## src/rtl/obb_pkg.sv

```systemverilog
// Shared definitions for the OBB rotate stage: phase codes, expected echoes,
// element width and the sequencer state encoding.
package obb_pkg;

    localparam int DW = 21;

    localparam logic [3:0] ST_IDLE = 4'b1001;
    localparam logic [3:0] ST_CLR0 = 4'b0001;
    localparam logic [3:0] ST_CLR1 = 4'b0010;
    localparam logic [3:0] ST_P1   = 4'b0011;
    localparam logic [3:0] ST_P2   = 4'b0100;
    localparam logic [3:0] ST_P3   = 4'b0101;
    localparam logic [3:0] ST_P4   = 4'b0110;
    localparam logic [3:0] ST_P5   = 4'b0111;
    localparam logic [3:0] ST_P6   = 4'b1000;

    localparam logic [2:0] ECHO_CLR = 3'd0;
    localparam logic [2:0] ECHO_P1  = 3'd1;
    localparam logic [2:0] ECHO_P2  = 3'd2;
    localparam logic [2:0] ECHO_P3  = 3'd3;
    localparam logic [2:0] ECHO_P4  = 3'd4;
    localparam logic [2:0] ECHO_P5  = 3'd5;
    localparam logic [2:0] ECHO_P6  = 3'd6;

    typedef enum logic [3:0] {
        S_IDLE,
        S_CLR0,
        S_CLR1,
        S_ISSUE1, S_WAIT1,
        S_ISSUE2, S_WAIT2,
        S_ISSUE3, S_WAIT3,
        S_ISSUE4, S_WAIT4,
        S_ISSUE5, S_WAIT5,
        S_ISSUE6, S_WAIT6,
        S_CAPTURE
    } rot_state_t;

    // Code presented to rotate.state while the sequencer sits in state s.
    function automatic logic [3:0] phase_code(input rot_state_t s);
        case (s)
            S_CLR0:             return ST_CLR0;
            S_CLR1:             return ST_CLR1;
            S_ISSUE1, S_WAIT1:  return ST_P1;
            S_ISSUE2, S_WAIT2:  return ST_P2;
            S_ISSUE3, S_WAIT3:  return ST_P3;
            S_ISSUE4, S_WAIT4:  return ST_P4;
            S_ISSUE5, S_WAIT5:  return ST_P5;
            S_ISSUE6, S_WAIT6:  return ST_P6;
            default:            return ST_IDLE;
        endcase
    endfunction

    function automatic logic [2:0] wait_echo(input rot_state_t s);
        case (s)
            S_WAIT1: return ECHO_P1;
            S_WAIT2: return ECHO_P2;
            S_WAIT3: return ECHO_P3;
            S_WAIT4: return ECHO_P4;
            S_WAIT5: return ECHO_P5;
            S_WAIT6: return ECHO_P6;
            default: return ECHO_CLR;
        endcase
    endfunction

    function automatic logic is_wait(input rot_state_t s);
        return s inside {S_WAIT1, S_WAIT2, S_WAIT3, S_WAIT4, S_WAIT5, S_WAIT6};
    endfunction

    function automatic logic is_issue(input rot_state_t s);
        return s inside {S_ISSUE1, S_ISSUE2, S_ISSUE3, S_ISSUE4, S_ISSUE5, S_ISSUE6};
    endfunction

    // Successor along the nominal path (echo matched, no abort, no timeout).
    function automatic rot_state_t advance(input rot_state_t s);
        case (s)
            S_CLR0:   return S_CLR1;
            S_CLR1:   return S_ISSUE1;
            S_ISSUE1: return S_WAIT1;
            S_WAIT1:  return S_ISSUE2;
            S_ISSUE2: return S_WAIT2;
            S_WAIT2:  return S_ISSUE3;
            S_ISSUE3: return S_WAIT3;
            S_WAIT3:  return S_ISSUE4;
            S_ISSUE4: return S_WAIT4;
            S_WAIT4:  return S_ISSUE5;
            S_ISSUE5: return S_WAIT5;
            S_WAIT5:  return S_ISSUE6;
            S_ISSUE6: return S_WAIT6;
            S_WAIT6:  return S_CAPTURE;
            default:  return S_IDLE;
        endcase
    endfunction

endpackage

```

## src/rtl/obb_step_timer.sv

```systemverilog
// Per-phase echo timer: cleared when a phase is issued, counts mismatching wait
// cycles, and flags the mismatching cycle that brings the count to TIMEOUT.
module obb_step_timer #(
    parameter int TIMEOUT = 15
) (
    input  logic clk,
    input  logic rst,
    input  logic clr,
    input  logic en,
    output logic expired
);

    logic [7:0] count;

    always_ff @(posedge clk) begin
        if (rst || clr) begin
            count <= '0;
        end else if (en && count != 8'hFF) begin
            count <= count + 8'd1;
        end
    end

    // TIMEOUT mismatching cycles are tolerated; the last one raises expired.
    assign expired = en && (count == 8'(TIMEOUT - 1));

endmodule

```

## src/rtl/obb_rotate_seq.sv

```systemverilog
// Sequencer stepping the rotate stage through CLR0/CLR1 and phases P1..P6,
// checking each echo under a timeout and capturing the rotation matrix.
module obb_rotate_seq #(
    parameter int DW      = 21,
    parameter int TIMEOUT = 15
) (
    input  logic            clk,
    input  logic            rst,
    input  logic            start,
    input  logic            abort,
    output logic [3:0]      state_o,
    input  logic [2:0]      ctrl_rotate,
    input  logic [9*DW-1:0] o_in,
    output logic [9*DW-1:0] r_out,
    output logic            busy,
    output logic            done,
    output logic            err
);

    import obb_pkg::*;

    rot_state_t state;
    rot_state_t nxt;
    logic       wait_st;
    logic       issue_st;
    logic       match;
    logic       timer_en;
    logic       expired;
    logic       capture;
    logic       timeout;

    obb_step_timer #(
        .TIMEOUT(TIMEOUT)
    ) u_timer (
        .clk    (clk),
        .rst    (rst),
        .clr    (issue_st),
        .en     (timer_en),
        .expired(expired)
    );

    // Only WAIT_k compares, so the stale echo k-1 seen during ISSUE_k is harmless.
    always_comb begin
        wait_st  = is_wait(state);
        issue_st = is_issue(state);
        match    = (ctrl_rotate == wait_echo(state));
        timer_en = wait_st && !match;
        capture  = !abort && (state == S_WAIT6) && match;
        timeout  = !abort && timer_en && expired;
        nxt      = advance(state);
        if (abort && state != S_IDLE) begin
            nxt = S_IDLE;
        end else if (state == S_IDLE || state == S_CAPTURE) begin
            nxt = (start && !abort) ? S_CLR0 : S_IDLE;
        end else if (timer_en) begin
            nxt = expired ? S_IDLE : state;
        end
    end

    // CAPTURE already presents the idle code and accepts a new start.
    always_ff @(posedge clk) begin
        if (rst) begin
            state   <= S_IDLE;
            state_o <= ST_IDLE;
            busy    <= 1'b0;
            done    <= 1'b0;
            err     <= 1'b0;
            r_out   <= '0;
        end else begin
            state   <= nxt;
            state_o <= phase_code(nxt);
            busy    <= !(nxt inside {S_IDLE, S_CAPTURE});
            done    <= capture;
            err     <= timeout;
            if (capture) begin
                r_out <= o_in;
            end
        end
    end

endmodule

```

## config.mk

```make
export PLATFORM = sky130hd
export DESIGN_NAME = obb_rotate_seq
export DESIGN_NICKNAME = d
export VERILOG_FILES = /design/src/rtl/obb_pkg.sv /design/src/rtl/obb_step_timer.sv /design/src/rtl/obb_rotate_seq.sv
export SDC_FILE = /design/constraint.sdc
export NUM_CORES = 1
export LEC_CHECK = 0
export BUFFER_PORTS_ARGS = -buffer_cell sky130_fd_sc_hd__buf_2
export CAP_MARGIN = 10
export CORE_ASPECT_RATIO = 1.75
export CORE_MARGIN = 5
export CORE_UTILIZATION = 35
export CTS_CLUSTER_DIAMETER = 100
export DETAILED_ROUTE_END_ITERATION = 12
export PLACE_DENSITY = 0.71
export SLEW_MARGIN = 20
export SYNTH_ARGS = -nofsm -noshare
export SYNTH_HDL_FRONTEND = slang
export SYNTH_HIERARCHICAL = 1
export SYNTH_SLANG_ARGS = --single-unit
```

## constraint.sdc

```tcl
create_clock -name clk -period 3.3 [get_ports clk]
set_input_delay 0 -clock clk [delete_from_list [all_inputs] [get_ports clk]]
set_output_delay 0 -clock clk [all_outputs]
set_load 0.005 [all_outputs]
```

== Word-level counts from Yosys, hierarchy flattened ==
Memory sizes are Yosys's and may differ from the RTL's. A register that Yosys moved wholly into a read port is not among the register bits.
Cells that the tools add are included.

* Flip-flop bits (word level): 204
* ROM bits: 128
* Output and inout port bits: 196
* Logic and storage cells: 53
* Memories kept: 2

* Add/subtract/negate cells: 1
* Eq/ne operators: 17
* Muxes and demuxes: 7
* Reductions and logical operators: 20

{| class="wikitable"
|+ Memories
! name !! words !! bits a word !! rd ports !! clocked after Yosys merged registers in !! wr ports !! RTL line !! RTL
|-
| (no name shown) || 16 || 4 || 1 || 1 || 0 || obb_pkg.sv:40 || <nowiki>case (s)</nowiki>
|-
| (no name shown) || 16 || 4 || 1 || 1 || 0 || obb_pkg.sv:75 || <nowiki>case (s)</nowiki>
|}

{| class="wikitable"
|+ Operators by type and width
! cell !! number
|-
| equality test 4 bit, second input constant || 9
|-
| two-way mux 4 bit || 5
|-
| one-hot mux 3 bit (6 select lines) || 1
|-
| equality test 4 x 3 -> 1 bit, second input constant || 4
|-
| nonzero test 6 bit || 2
|-
| logical AND 1 bit || 9
|-
| adder 8 x 1 -> 8 bit, second input constant || 1
|-
| equality test 8 x 4 -> 1 bit, second input constant || 1
|-
| zero test 4 bit || 2
|-
| != test 8 bit, second input constant || 1
|-
| equality test 4 x 2 -> 1 bit, second input constant || 1
|-
| nonzero test 4 bit || 1
|-
| equality test 3 bit || 1
|-
| zero test 1 bit || 3
|-
| logical OR 1 bit || 2
|-
| nonzero test 2 bit || 1
|-
| two-way mux 1 bit || 1
|}

== Logic depth before layout (Yosys ltp) ==
* Depth in word-level cells: 13
* Gate-level depth with buffers: 15
* Depth with buffers taken out: 13

== Cells and area by module ==
The synthesis kept the hierarchy.

{| class="wikitable"
|+ Modules (own cells, without submodules)
! module !! instances !! cells each !! area an instance (sq um)
|-
| obb_rotate_seq || 1 || 719 || 7539.7
|-
| obb_step_timer || 1 || 54 || 479.2
|}

== Worst setup path before layout ==
OpenSTA, ideal clock, no wires.

* Path type: register -> register
* Start: register state[1]
* End: register (tool-made name)
* Arrival: 2.775 ns
* Slack: 0.457 ns
* Stages on the path, launching flop included: 15
* Buffers on the path: 2
* Clock period less this slack: 2.843 ns
* Cells stage by stage: dfxtp_1 buf_4 nor4b_1 and3_1 or4b_4 buf_6 inv_6 nand2b_1 nor4_1 nor2b_1 nand2_1 mux2i_1 ha_1 a211o_1 o21ai_2

{| class="wikitable"
|+ RTL lines
! what !! RTL line !! RTL
|-
| start: declaration || obb_rotate_seq.sv:22 || <nowiki>rot_state_t state;</nowiki>
|-
| start signal: assignment || obb_rotate_seq.sv:70 || <nowiki>state <= nxt;</nowiki>
|}

== Final worst setup path ==
* Start: register state[3]
* End: register state_o[1]

* Word-level cells in the longest chain between the ends: 10

{| class="wikitable"
|+ Ends and longest elaborated chain
! what !! RTL line !! RTL
|-
| equality test 4 bit / equality test 4 x 3 -> 1 bit (equally long branches) || obb_pkg.sv:54, obb_pkg.sv:66 ||
|-
| one-hot mux 3 bit (6 select lines) || obb_pkg.sv:54 || <nowiki>case (s)</nowiki>
|-
| equality test 3 bit || obb_rotate_seq.sv:46 || <nowiki>match = (ctrl_rotate == wait_echo(state));</nowiki>
|-
| zero test 1 bit || obb_rotate_seq.sv:47 || <nowiki>timer_en = wait_st && !match;</nowiki>
|-
| logical AND 1 bit (*) || obb_rotate_seq.sv:47 ||
|-
| net timer_en || obb_rotate_seq.sv:27 || <nowiki>logic timer_en;</nowiki>
|-
| logical AND 1 bit (*) || obb_step_timer.sv:24 || <nowiki>assign expired = en && (count == 8'(TIMEOUT - 1));</nowiki>
|-
| net expired || obb_rotate_seq.sv:28 || <nowiki>logic expired;</nowiki>
|-
| two-way mux 4 bit (*) || obb_rotate_seq.sv:56 || <nowiki>nxt = expired ? S_IDLE : state;</nowiki>
|-
| two-way mux 4 bit (*) || obb_rotate_seq.sv:55 || <nowiki>end else if (timer_en) begin</nowiki>
|-
| two-way mux 4 bit (*) || obb_rotate_seq.sv:53 || <nowiki>end else if (state == S_IDLE || state == S_CAPTURE) begin</nowiki>
|-
| two-way mux 4 bit (*) || obb_rotate_seq.sv:51 || <nowiki>if (abort && state != S_IDLE) begin</nowiki>
|-
| end: declaration || obb_rotate_seq.sv:11 || <nowiki>output logic [3:0] state_o,</nowiki>
|}

Mark *: on every way through the listed nets, which the timed path passes. The rest lies on a longest branch.
A chain may end at the register's enable or synchronous reset.

==> results.py <==
metrics = {
    "yosys": {
        "yosysSeqAreaShare_pct": 52.9,
        "synth.cell_area_um2": 8020,
        "postSynthAreaPerCell_um2": 10.4,
        "synth_top_cell_area_share_pct": 52.9,
        "post-synth-top-area-cell": "dfxtp_1",
        "synth_seq_cells": 212,
        "synth_area_leaders": "dfxtp_1 (53%), mux2i_1 (25%), nor2_1 (9.4%)",
        "synth_fp_nets": 977,
        "synth.distinct_cells": 51,
        "synth_cells": 773,
        "yosysWarnings": 6,
    },
    "pwr": {
        "pwr_density_cell_nw_per_um2": 434,
        "p_leak_nw": 7.39,
        "max-vdd-ir-drop_v": 0.000473,
        "power_mw": 5.61,
    },
    "grt": {
        "track_usage_pct": 20.8,
        "grt_pass1_vias": 8775,
        "grt_max_degree": 117,
        "antenna_found_initial": 1,
        "grt_pass1_wl_um": 45200,
        "grt-ovfl-total": 0,
    },
    "worst_setup_path": {
        "crit_chain": "or2_1, a2111oi_2, or4b_4, inv_6, nand2b_1, nor4_1, buf_4, nor2b_1, mux2i_1, or2_2, ha_1, nand2b_1, or2_1, a31oi_1",
        "critPathKind": "register to register",
        "r2r_cells": 14,
        "critical_path_arrival_ns": 3.48,
        "cp_max_fo": 12,
        "setup.worst_path.end_class": "register",
        "startpoint_type": "register",
        "critPathSlowestCell": "a2111oi_2",
        "cpPeakStageDelay_ns": 0.38,
        "crit_required_ns": 3.71,
    },
    "place": {
        "io_buffers": 391,
        "detailed_place_hpwl_um": 17900,
        "dpl_cell_area_um2": 10200,
        "place.gp.congestion": 0.840,
    },
    "clock_tree": {
        "root_buffer": "clkbuf_16",
        "cts_buffer_depth": 3,
        "clk_pin_slew_ns": 0.06,
        "cts_tree": "built",
        "htreeDepth": 1,
        "insertion_delay_ns": 0.49,
        "cts_sinks": 212,
        "post_cts_buffers": 0,
        "cts_buffers": 21,
    },
    "route": {
        "via_per_inst": 4.83,
        "drt_iter0_markers": 292,
        "wl_per_cell_um": 17.3,
        "drt_wl_total_um": 28600,
        "ant_nets": 0,
        "drc_errors": 0,
        "dr.pass1.iters": 5,
        "dr_total_vias": 7980,
    },
    "hold_path": {
        "hold_path.class": "primary input to register",
        "whs_path_depth": 2,
    },
    "final_layout": {
        "layout_common_cells": "buf_2 (390), dfxtp_1 (209), nor2_1 (201)",
        "drive_above_1_share_pct": 33.3,
        "fillerInstances": 1834,
        "regArea_um2": 4250,
        "layout.nets": 1543,
        "multiInputGateArea_um2": 3500,
        "fin_area_um2": 12900,
        "mostFrequentLayoutCell": "buf_2",
        "fin_util_pct": 57.0,
        "areaGrowthSynthToFinish_pct": 61.1,
    },
    "timing": {
        "period_share_pct": 93.0,
        "hold_slack_ns": -0.0114,
        "maxSlewHeadroom_pct": 38.6,
        "timing.fmax_mhz": 326,
        "finalSetupTns_ns": 0,
        "worst_pin_slew_ns": 0.920,
        "hold_viol_final": 6,
        "grt_setup_unrepaired": "false",
        "setup_violations": 0,
        "slew_violations": 0,
        "fin_crit_ns": 3.07,
        "clock_skew_ns": 0.00868,
    },
    "run": {
        "maxCapViolCount": 0,
    },
    "floorplanning": {
        "die_area_um2": 26200,
        "start_util_pct": 35.4,
        "rows": 73,
        "dieHeight_um": 210,
        "core_area_um2": 22700,
        "die_w_um": 124,
        "ioPinCount": 392,
    },
    "status": {
        "violations": "negative hold slack",
        "outcome": "complete, but fails checks",
    },
}
==> worst paths after layout <==
| kind | startpoint | to | slack, ns |
|---|---|---|---|
| max | state[3] | state_o[1] | 0.23 |
| min | rst | r_out[140] | -0.01 |
| max reg2reg | state[3] | state_o[1] | 0.23 |
| min reg2reg | r_out[8] | r_out[8] | 0.49 |
==> worst max-delay path: cells and delay by family (launching register included) <==
| family | cells | cell delay, ns |
|---|---|---|
| AOI/OAI and AO/OA | 2 | 0.55 |
| DFF | 1 | 0.36 |
| buffers and inverters | 2 | 0.24 |
| adders and majority gates | 1 | 0.23 |
| and+or+nand+nor | 8 | 1.53 |
| muxes | 1 | 0.09 |
==> what timing repair did <==
item                                    in CTS  in global routing
hold endpoints to repair                   191                  0
hold buffers                               191                  0
gates resized for setup                      0                  3
endpoints found under the setup margin       0                  2
==> through the flow <==
stage	hold slack, ns	cells	setup WS, ns
floorplan	0.0767	773	0.457
global route	0.0483	1652	0.0387
finish	-0.0114	1652	0.230
detailed placement	0.237	1425	0.193
CTS	0.0400	1651	0.171
global placement	0.228	1425	0.249
==> layer usage <==
layer,up-vias,global-route usage (%),wire (µm)
li1,3748,-,-
met1,3770,20.2,9670
met2,361,40.0,15600
met3,101,5.48,1990
met4,0,10.4,1410
met5,-,0,0
==> cells by family after synthesis <==
| kind of cell | Yosys count | synth area share [%] |
|---|---|---|
| AO/OA/AOI/OAI | 32 | 3.20 |
| AND/OR/NAND/NOR | 265 | 14.4 |
| flip-flops | 212 | 52.9 |
| adder cells (fa/ha/maj) | 8 | 1.25 |
| multiplexers | 198 | 24.7 |
| buffers and inverters | 58 | 3.51 |
==> final cells by class <==
cell class / count / share of cell area, %
antenna: 1 / 0.0194
timing repair buffer: 594 / 31.0
inverter: 7 / 0.242
multi-input combinational: 503 / 27.1
tap: 300 / 2.90
clock inverter: 11 / 1.64
clock buffer: 24 / 4.23
sequential: 212 / 32.9
==> sequential cells by signal, indices dropped and copies added, names as in the netlist, named ones only <==
register	count
err	1
busy	1
done	1
state_o	4
r_out	189
u_timer/count	8
state	4
==> cells in the mapped netlist (all sizes together) <==
library cell and n:
a2111o 1, a2111oi 1, a211o 1, a211oi 3
a21boi 1, a21oi 4, a22o 1, a22oi 4
a311oi 1, a31oi 4, a41oi 2, and3 4
and3b 1, and4 2, and4b 1, buf 28
clkbuf 23, dfxtp 212, ha 8, inv 7
mux2 1, mux2i 197, nand2 14, nand2b 4
nand3 4, nand3b 1, nand4 2, nand4b 2
nand4bb 1, nor2 201, nor2b 2, nor3 7
nor3b 1, nor4 3, nor4b 3, nor4bb 2
o211a 1, o21ai 4, o21bai 2, o22ai 1
o41ai 1, or2 7, or3 2, or4b 1
==> power by group <==
part | internal, mW | switching [mW] | leakage, nW
Sequential | 2.56 | 0.00155 | 1.71
Clock | 1.66 | 1.01 | 0.370
Combinational | 0.246 | 0.138 | 5.31
Total | 4.46 | 1.15 | 7.39
No activity file was read; power rests on OpenSTA's default activity.
